$ cat src/rtl/fp_pkg.sv
`default_nettype none
// ============================================================================
// Module      : fp_pkg
// Description : Shared constants, helper functions and operand class encoding
//               for the parametrizable binary floating-point blocks.
// Revision    : 1.0 - initial release
// ============================================================================
package fp_pkg;

    // Operand classification
    typedef enum logic [2:0] {
        FP_ZERO      = 3'd0,
        FP_SUBNORMAL = 3'd1,
        FP_NORMAL    = 3'd2,
        FP_INF       = 3'd3,
        FP_NAN       = 3'd4
    } fp_class_e;

    // Exponent bias: 2^(ew-1) - 1
    function automatic logic [63:0] fp_bias(input int unsigned ew);
        return (64'd1 << (ew - 1)) - 64'd1;
    endfunction

    // Exponent field with every bit set (Inf/NaN encoding)
    function automatic logic [63:0] fp_exp_ones(input int unsigned ew);
        return (64'd1 << ew) - 64'd1;
    endfunction

    // Canonical quiet NaN with sign bit clear: exp all ones, fraction MSB set
    function automatic logic [63:0] fp_qnan(input int unsigned ew, input int unsigned mw);
        return (fp_exp_ones(ew) << mw) | (64'd1 << (mw - 1));
    endfunction

endpackage : fp_pkg
`default_nettype wire

$ cat src/rtl/fp_round_normalize.sv
`default_nettype none
// ============================================================================
// Module      : fp_round_normalize
// Description : Normalizes a raw significand product, rounds it to nearest
//               even and range-checks the resulting biased exponent. Results
//               below the normal range flush to zero; results at or above the
//               all-ones exponent saturate to infinity.
// Revision    : 1.0 - initial release
// ============================================================================
module fp_round_normalize
    import fp_pkg::*;
#(
    parameter int EXPONENT_WIDTH = 8,
    parameter int MANTISSA_WIDTH = 23,
    parameter int EXP_CALC_WIDTH = 11
) (
    input  logic [2*(MANTISSA_WIDTH+1)-1:0] prod_i,
    input  logic signed [EXP_CALC_WIDTH-1:0] exp_i,
    output logic [EXPONENT_WIDTH-1:0]       exp_o,
    output logic [MANTISSA_WIDTH-1:0]       frac_o,
    output logic                            overflow_o,
    output logic                            underflow_o
);

    localparam int c_SIG_W  = MANTISSA_WIDTH + 1;
    localparam int c_PROD_W = 2 * c_SIG_W;
    localparam int c_LZ_W   = $clog2(c_PROD_W) + 1;

    localparam logic [63:0] c_EXP_ONES_64 = fp_exp_ones(EXPONENT_WIDTH);
    localparam logic [EXPONENT_WIDTH-1:0] c_EXP_ONES = c_EXP_ONES_64[EXPONENT_WIDTH-1:0];
    localparam logic signed [EXP_CALC_WIDTH-1:0] c_EXP_ONES_S =
        $signed(c_EXP_ONES_64[EXP_CALC_WIDTH-1:0]);
    localparam logic signed [EXP_CALC_WIDTH-1:0] c_ONE_S =
        $signed(EXP_CALC_WIDTH'(1));

    logic [c_LZ_W-1:0]                 w_lz;
    logic [c_PROD_W-1:0]               w_norm;
    logic signed [EXP_CALC_WIDTH-1:0]  w_lz_s;
    logic signed [EXP_CALC_WIDTH-1:0]  w_exp_norm;
    logic signed [EXP_CALC_WIDTH-1:0]  w_exp_fin;
    logic [MANTISSA_WIDTH-1:0]         w_mant;
    logic                              w_guard;
    logic                              w_sticky;
    logic                              w_round_up;
    logic [c_SIG_W:0]                  w_sig_rnd;
    logic                              w_carry;

    // Leading-zero count: the highest set bit wins because it is visited last
    always_comb begin
        w_lz = '0;
        for (int i = 0; i < c_PROD_W; i++) begin
            if (prod_i[i]) begin
                w_lz = c_LZ_W'(c_PROD_W - 1 - i);
            end
        end
    end

    // Product carries 2*MW fraction bits, so a leading one in the top bit
    // means the value is in [2,4) and the exponent rises by one.
    assign w_norm     = prod_i << w_lz;
    assign w_lz_s     = $signed(EXP_CALC_WIDTH'(w_lz));
    assign w_exp_norm = exp_i + c_ONE_S - w_lz_s;

    assign w_mant     = w_norm[c_PROD_W-2 -: MANTISSA_WIDTH];
    assign w_guard    = w_norm[MANTISSA_WIDTH];
    assign w_sticky   = |w_norm[MANTISSA_WIDTH-1:0];
    assign w_round_up = w_guard & (w_sticky | w_mant[0]);

    // Round-up carry out of 1.111..1 leaves a zero fraction and bumps the exponent
    assign w_sig_rnd  = {2'b01, w_mant} + (c_SIG_W + 1)'(w_round_up);
    assign w_carry    = w_sig_rnd[c_SIG_W];
    assign w_exp_fin  = w_exp_norm + $signed(EXP_CALC_WIDTH'(w_carry));

    // Range check on the final biased exponent and saturation/flush of result
    always_comb begin
        overflow_o  = (w_exp_fin >= c_EXP_ONES_S);
        underflow_o = (w_exp_fin <  c_ONE_S);
        exp_o       = w_exp_fin[EXPONENT_WIDTH-1:0];
        frac_o      = w_sig_rnd[MANTISSA_WIDTH-1:0];
        if (overflow_o) begin
            exp_o  = c_EXP_ONES;
            frac_o = '0;
        end else if (underflow_o) begin
            exp_o  = '0;
            frac_o = '0;
        end
    end

endmodule : fp_round_normalize
`default_nettype wire

$ cat src/rtl/floating_point_multiplier.sv
`default_nettype none
// ============================================================================
// Module      : floating_point_multiplier
// Description : Parametrizable binary floating-point multiplier, out = a * b,
//               round-to-nearest-even, no subnormal outputs. Classification
//               and special cases are resolved here; the finite datapath is
//               normalized and rounded in fp_round_normalize. One output
//               register stage, one-cycle latency, no backpressure.
// Revision    : 1.0 - initial release
// ============================================================================
module floating_point_multiplier
    import fp_pkg::*;
#(
    parameter int ExponentWidth = 8,
    parameter int MantissaWidth = 23,
    localparam int FloatBitWidth = ExponentWidth + MantissaWidth + 1
) (
    input  logic                     clk,
    input  logic                     rst_n,
    input  logic                     in_valid,
    input  logic [FloatBitWidth-1:0] a,
    input  logic [FloatBitWidth-1:0] b,
    output logic                     out_valid,
    output logic [FloatBitWidth-1:0] out,
    output logic                     underflow_flag,
    output logic                     overflow_flag,
    output logic                     invalid_operation_flag
);

    localparam int c_SIG_W  = MantissaWidth + 1;
    localparam int c_PROD_W = 2 * c_SIG_W;
    // Signed exponent width: room for ea+eb and for subtracting a full-width
    // leading-zero count without wrapping.
    localparam int c_EXP_W  = ((ExponentWidth > $clog2(c_PROD_W)) ?
                               ExponentWidth : $clog2(c_PROD_W)) + 3;

    localparam logic [63:0] c_EXP_ONES_64 = fp_exp_ones(ExponentWidth);
    localparam logic [63:0] c_BIAS_64     = fp_bias(ExponentWidth);
    localparam logic [63:0] c_QNAN_64     = fp_qnan(ExponentWidth, MantissaWidth);
    localparam logic [ExponentWidth-1:0] c_EXP_ONES = c_EXP_ONES_64[ExponentWidth-1:0];
    localparam logic [FloatBitWidth-2:0] c_QNAN_MAG = c_QNAN_64[FloatBitWidth-2:0];
    localparam logic signed [c_EXP_W-1:0] c_BIAS_S  = $signed(c_BIAS_64[c_EXP_W-1:0]);

    // Operand classification from the exponent/fraction fields
    function automatic fp_class_e classify(input logic [ExponentWidth-1:0] e,
                                           input logic [MantissaWidth-1:0] f);
        if (e == '0) begin
            return (f == '0) ? FP_ZERO : FP_SUBNORMAL;
        end else if (e == c_EXP_ONES) begin
            return (f == '0) ? FP_INF : FP_NAN;
        end
        return FP_NORMAL;
    endfunction

    logic                      w_sign_a;
    logic                      w_sign_b;
    logic [ExponentWidth-1:0]  w_exp_a;
    logic [ExponentWidth-1:0]  w_exp_b;
    logic [MantissaWidth-1:0]  w_frac_a;
    logic [MantissaWidth-1:0]  w_frac_b;
    fp_class_e                 w_cls_a;
    fp_class_e                 w_cls_b;
    logic [c_SIG_W-1:0]        w_sig_a;
    logic [c_SIG_W-1:0]        w_sig_b;
    logic [ExponentWidth-1:0]  w_exp_eff_a;
    logic [ExponentWidth-1:0]  w_exp_eff_b;
    logic [c_PROD_W-1:0]       w_prod;
    logic signed [c_EXP_W-1:0] w_exp_sum;
    logic                      w_sign_res;

    logic [ExponentWidth-1:0]  w_rn_exp;
    logic [MantissaWidth-1:0]  w_rn_frac;
    logic                      w_rn_ovf;
    logic                      w_rn_unf;

    logic [FloatBitWidth-1:0]  w_res;
    logic                      w_res_unf;
    logic                      w_res_ovf;
    logic                      w_res_inv;

    logic [FloatBitWidth-1:0]  out_d, out_q;
    logic                      out_valid_d, out_valid_q;
    logic                      unf_d, unf_q;
    logic                      ovf_d, ovf_q;
    logic                      inv_d, inv_q;

    assign {w_sign_a, w_exp_a, w_frac_a} = a;
    assign {w_sign_b, w_exp_b, w_frac_b} = b;
    assign w_cls_a    = classify(w_exp_a, w_frac_a);
    assign w_cls_b    = classify(w_exp_b, w_frac_b);
    assign w_sign_res = w_sign_a ^ w_sign_b;

    // Hidden bit is 1 only for normals; subnormals use effective exponent 1
    assign w_sig_a     = {(w_cls_a == FP_NORMAL), w_frac_a};
    assign w_sig_b     = {(w_cls_b == FP_NORMAL), w_frac_b};
    assign w_exp_eff_a = (w_cls_a == FP_SUBNORMAL) ? ExponentWidth'(1) : w_exp_a;
    assign w_exp_eff_b = (w_cls_b == FP_SUBNORMAL) ? ExponentWidth'(1) : w_exp_b;

    assign w_prod    = c_PROD_W'(w_sig_a) * c_PROD_W'(w_sig_b);
    assign w_exp_sum = $signed(c_EXP_W'(w_exp_eff_a)) + $signed(c_EXP_W'(w_exp_eff_b))
                     - c_BIAS_S;

    fp_round_normalize #(
        .EXPONENT_WIDTH (ExponentWidth),
        .MANTISSA_WIDTH (MantissaWidth),
        .EXP_CALC_WIDTH (c_EXP_W)
    ) u_round_normalize (
        .prod_i      (w_prod),
        .exp_i       (w_exp_sum),
        .exp_o       (w_rn_exp),
        .frac_o      (w_rn_frac),
        .overflow_o  (w_rn_ovf),
        .underflow_o (w_rn_unf)
    );

    // Special-case resolution in priority order, then the finite result
    always_comb begin
        w_res     = {w_sign_res, w_rn_exp, w_rn_frac};
        w_res_unf = w_rn_unf;
        w_res_ovf = w_rn_ovf;
        w_res_inv = 1'b0;
        if (w_cls_a == FP_NAN || w_cls_b == FP_NAN) begin
            w_res     = {(w_cls_a == FP_NAN) ? w_sign_a : w_sign_b, c_QNAN_MAG};
            w_res_unf = 1'b0;
            w_res_ovf = 1'b0;
            w_res_inv = 1'b1;
        end else if ((w_cls_a == FP_INF && w_cls_b == FP_ZERO) ||
                     (w_cls_a == FP_ZERO && w_cls_b == FP_INF)) begin
            w_res     = {w_sign_res, c_QNAN_MAG};
            w_res_unf = 1'b0;
            w_res_ovf = 1'b0;
            w_res_inv = 1'b1;
        end else if (w_cls_a == FP_INF || w_cls_b == FP_INF) begin
            w_res     = {w_sign_res, c_EXP_ONES, {MantissaWidth{1'b0}}};
            w_res_unf = 1'b0;
            w_res_ovf = 1'b1;
        end else if (w_cls_a == FP_ZERO || w_cls_b == FP_ZERO) begin
            w_res     = {w_sign_res, {(FloatBitWidth-1){1'b0}}};
            w_res_unf = 1'b0;
            w_res_ovf = 1'b0;
        end
    end

    // Next state: capture a new result on in_valid, otherwise hold
    always_comb begin
        out_valid_d = in_valid;
        out_d       = out_q;
        unf_d       = unf_q;
        ovf_d       = ovf_q;
        inv_d       = inv_q;
        if (in_valid) begin
            out_d = w_res;
            unf_d = w_res_unf;
            ovf_d = w_res_ovf;
            inv_d = w_res_inv;
        end
    end

    // Output register stage with asynchronous clear
    always_ff @(posedge clk or negedge rst_n) begin
        if (!rst_n) begin
            out_valid_q <= 1'b0;
            out_q       <= '0;
            unf_q       <= 1'b0;
            ovf_q       <= 1'b0;
            inv_q       <= 1'b0;
        end else begin
            out_valid_q <= out_valid_d;
            out_q       <= out_d;
            unf_q       <= unf_d;
            ovf_q       <= ovf_d;
            inv_q       <= inv_d;
        end
    end

    assign out_valid              = out_valid_q;
    assign out                    = out_q;
    assign underflow_flag         = unf_q;
    assign overflow_flag          = ovf_q;
    assign invalid_operation_flag = inv_q;

endmodule : floating_point_multiplier
`default_nettype wire

$ cat config.mk
export PLATFORM = sky130hd
export DESIGN_NAME = floating_point_multiplier
export DESIGN_NICKNAME = d
export VERILOG_FILES = /design/src/rtl/fp_pkg.sv /design/src/rtl/fp_round_normalize.sv /design/src/rtl/floating_point_multiplier.sv
export SDC_FILE = /design/constraint.sdc
export NUM_CORES = 2
export LEC_CHECK = 0
export CAP_MARGIN = 5
export CORE_MARGIN = 5
export CORE_UTILIZATION = 55
export DETAILED_ROUTE_END_ITERATION = 10
export HOLD_SLACK_MARGIN = 0.15
export MAX_ROUTING_LAYER = met4
export PLACE_DENSITY = 0.74
export SLEW_MARGIN = 5
export SYNTH_ARGS = -nofsm -noshare
export SYNTH_HDL_FRONTEND = slang
export SYNTH_SLANG_ARGS = --single-unit
$ cat constraint.sdc
create_clock -name clk -period 0.8 [get_ports clk]
set_clock_uncertainty 0.1 [all_clocks]
set_input_delay 0.16 -clock clk [delete_from_list [all_inputs] [get_ports clk]]
set_output_delay 0.16 -clock clk [all_outputs]
set_load 0.02 [all_outputs]
==> reports/qor.txt <==
status - finished with violations
failing checks - negative setup slack
die area - 54250 um^2
final cycle utilization of the critical path - 1642%
Post-route DRC - 0
initial antenna violation count - 1
Main synth FF type - dfrtp_1
# fillers - 3450
Tot GR Track Use - 36.32%
routed via count - 27270
first-pass GRT wire length - 155000 um
Site Rows - 81
CTS tree - done
Peak Freq - 76.11 MHz
Synth cell types - 101
Synth Area in Compound Gates - 13.70%
clk slew on worst S/H paths - 0.06 ns
Die Span Y - 232.9 um
syn_nets - 3992
GPL Wtd Cong - 0.9927
cell area after synthesis - 27330 um^2
Synth top area share - 35.45%
Clock Latency Late Sink - 0.28 ns
Commonest cells post-synth - inv_1, fa_1, and2_1
Initial Util - 55.72%
top-count cell post-synth - inv_1
Synth Area in XOR/XNOR - 2.019%
Worst setup startpoint - a[29]
Final setup viols - 71
crit path kind - input pin to register
Placed Area - 34390 um^2
Slew HR - 31.30%
reg2reg start - out[9]
sequential fraction of the synthesis area - 3.296%
worst-margin pin slew - 1.018 ns
Hold-fix buffers, CTS - 0
Setup TNS - -417.66 ns
Reg2Reg Setup Slack - -0.30 ns
Synth-to-Final Area Change - 34.51%
largest family of logic cells by synthesized area - adder cells
largest net degree at the start of global routing - 37
CP arrival - 13.26 ns
Cells after Synth - 3232
drt total wl - 96280 um
number of nets in the layout - 4715
Longest Clk Path Bufs - 2
met1 Use GR - 46.24%
CP endpoint kind - register
core area - 49050 um^2
Synth Area in Adders - 45.02%
Top Ports - 103
fin crit period - 13.14 ns
First-pass DRT Iterations - 6
Critical Path RT - 0.92 ns
DRT antenna net count - 0
port bufs - 102
crit path to - out[15]
Max-Cap Viols - 0
fraction of registers with async set/reset - 100.0%
Post-synth EDFFs - 0
met3 usage - 4.149%
clock sink count - 36
chip width - 232.9 um
dominant cell type by area after synthesis - fa_1
grt met2 use - 59.94%
post-synthesis mux area share - 3.621%
post-synthesis area per instance - 8.456 um^2
ratio of cells with drive above 1 in the final layout - 29.45%
hpwl dp - 76370 um
Reg-to-Reg End - out[9]
H-tree levels - 2
fin worst setup slack - -12.34 ns
DRT iter0 DRCs - 2506
Final Slew Violations - 0
synth top area cells - fa_1, and2_1, ha_1, inv_1, dfrtp_1
Overflow after GRT - 0
number of synthesis warnings - 0
Placement Setup Slack - -13.20 ns
RSZ-0062 raised after global routing - yes
global route hottest layer - met2
simple-gate portion of the synthesized area - 22.16%
Worst path slowest cell - fa_1
design area - 36760 um^2
FF-to-FF path depth - 3
min-delay worst type - input pin to async pin
Avg Vias per Cell - 5.901
Synth Register Bits - 36
final number of hold-violating endpoints - 0
CTS Root Cell - clkbuf_16
CTS buffer count - 5
Crit Path Max Fanout - 8
Setup crit start kind - input pin
vias in the first global route - 29710
max incr delay on CP - 0.59 ns
Hold Slack - 0.1512 ns
DR WL/cell - 20.84 um
## registers in the layout (all words and copies together) (netlist names)
register / count
invalid_operation_flag: 1
out: 32
out_valid: 1
underflow_flag: 1
overflow_flag: 1
## area by class of cell
class	instances	area, um^2	share of cell area, %
timing repair buffer	897	7642	20.79
clock buffer	5	125.1	0.3404
tap	664	830.8	2.260
inverter	541	2036	5.538
antenna	1	2.502	0.006807
clock inverter	3	42.54	0.1157
sequential	36	900.9	2.451
multi-input combinational	2474	25180	68.50
## what timing repair did
item	4_1_cts	5_1_grt
buffers inserted	64	16
pin swaps	116	67
gates resized for setup	554	104
endpoints found under the setup margin	71	72
gates cloned	11	1
## cell families (layout without fill, tap and decap cells)
| logic type | Yosys count | after routing |
|---|---|---|
| flops | 36 | 36 |
| simple gates | 1102 | 1105 |
| xor+xnor | 63 | 63 |
| mux | 93 | 93 |
| compound gates | 520 | 520 |
| fa+ha+maj | 693 | 693 |
| other cells | 0 | 1 |
| buf+inv | 725 | 1446 |
## worst min-delay path by stage
stage / startpoint / to / slack, ns / cells past startpoint
6_report: rst_n / out[21] / 0.15 / 2
3_3_place_gp: invalid_operation_flag / invalid_operation_flag / 0.37 / 1
4_1_cts: rst_n / out[8] / 0.16 / 2
2_1_floorplan: rst_n / invalid_operation_flag / -0.24 / 0
3_5_place_dp: invalid_operation_flag / invalid_operation_flag / 0.38 / 1
5_1_grt: rst_n / out[21] / 0.16 / 2
## layout by cell type, fill, tap and decap left out, drive strengths merged, types with 21 or more instances in the layout
cell type    netlist  layout
dlygate4sd2        0      25
a31oi             21      21
a21o              27      27
nand3             61      61
nand4             21      21
o211ai            33      33
ha               209     209
and3              19      22
mux2              27      27
buf               36     843
o21a              26      26
nor2             119     119
a21oi            102     102
and2             483     483
nor3              36      36
nor4              36      36
nand2            235     235
inv              539     538
mux2i             64      64
a211oi            28      28
xnor2             43      43
o21ai             83      83
dfrtp             36      36
fa               484     484
## through the flow
step                instances  utilization (%)
floorplan                3232                -
global placement         4526            70.12
detailed placement       4526            70.12
CTS                      4604            73.76
global route             4621            74.94
finish                   4621            74.94
## per-layer routing
metal  vias up  routed length, um  part of all wire (%)
li1      12010                  -                     -
met1     13630              38680                    40
met2      1283              46340                    48
met3       352               6462                   6.7
met4         0               4797                   5.0
met5         -                  0                     0
## critical path, delay by kind of cell
kind | cells | cell delay, ns
multiplexers | 3 | 0.76
adder cells (fa/ha/maj) | 12 | 4.61
XOR/XNOR | 1 | 0.11
AO/OA/AOI/OAI | 14 | 2.36
AND/OR/NAND/NOR | 19 | 4.15
buffers and inverters | 10 | 1.05
Power is left out: the tool's default activity adds up to more than one toggle a clock period on the data nets, which glitch-free logic cannot reach.
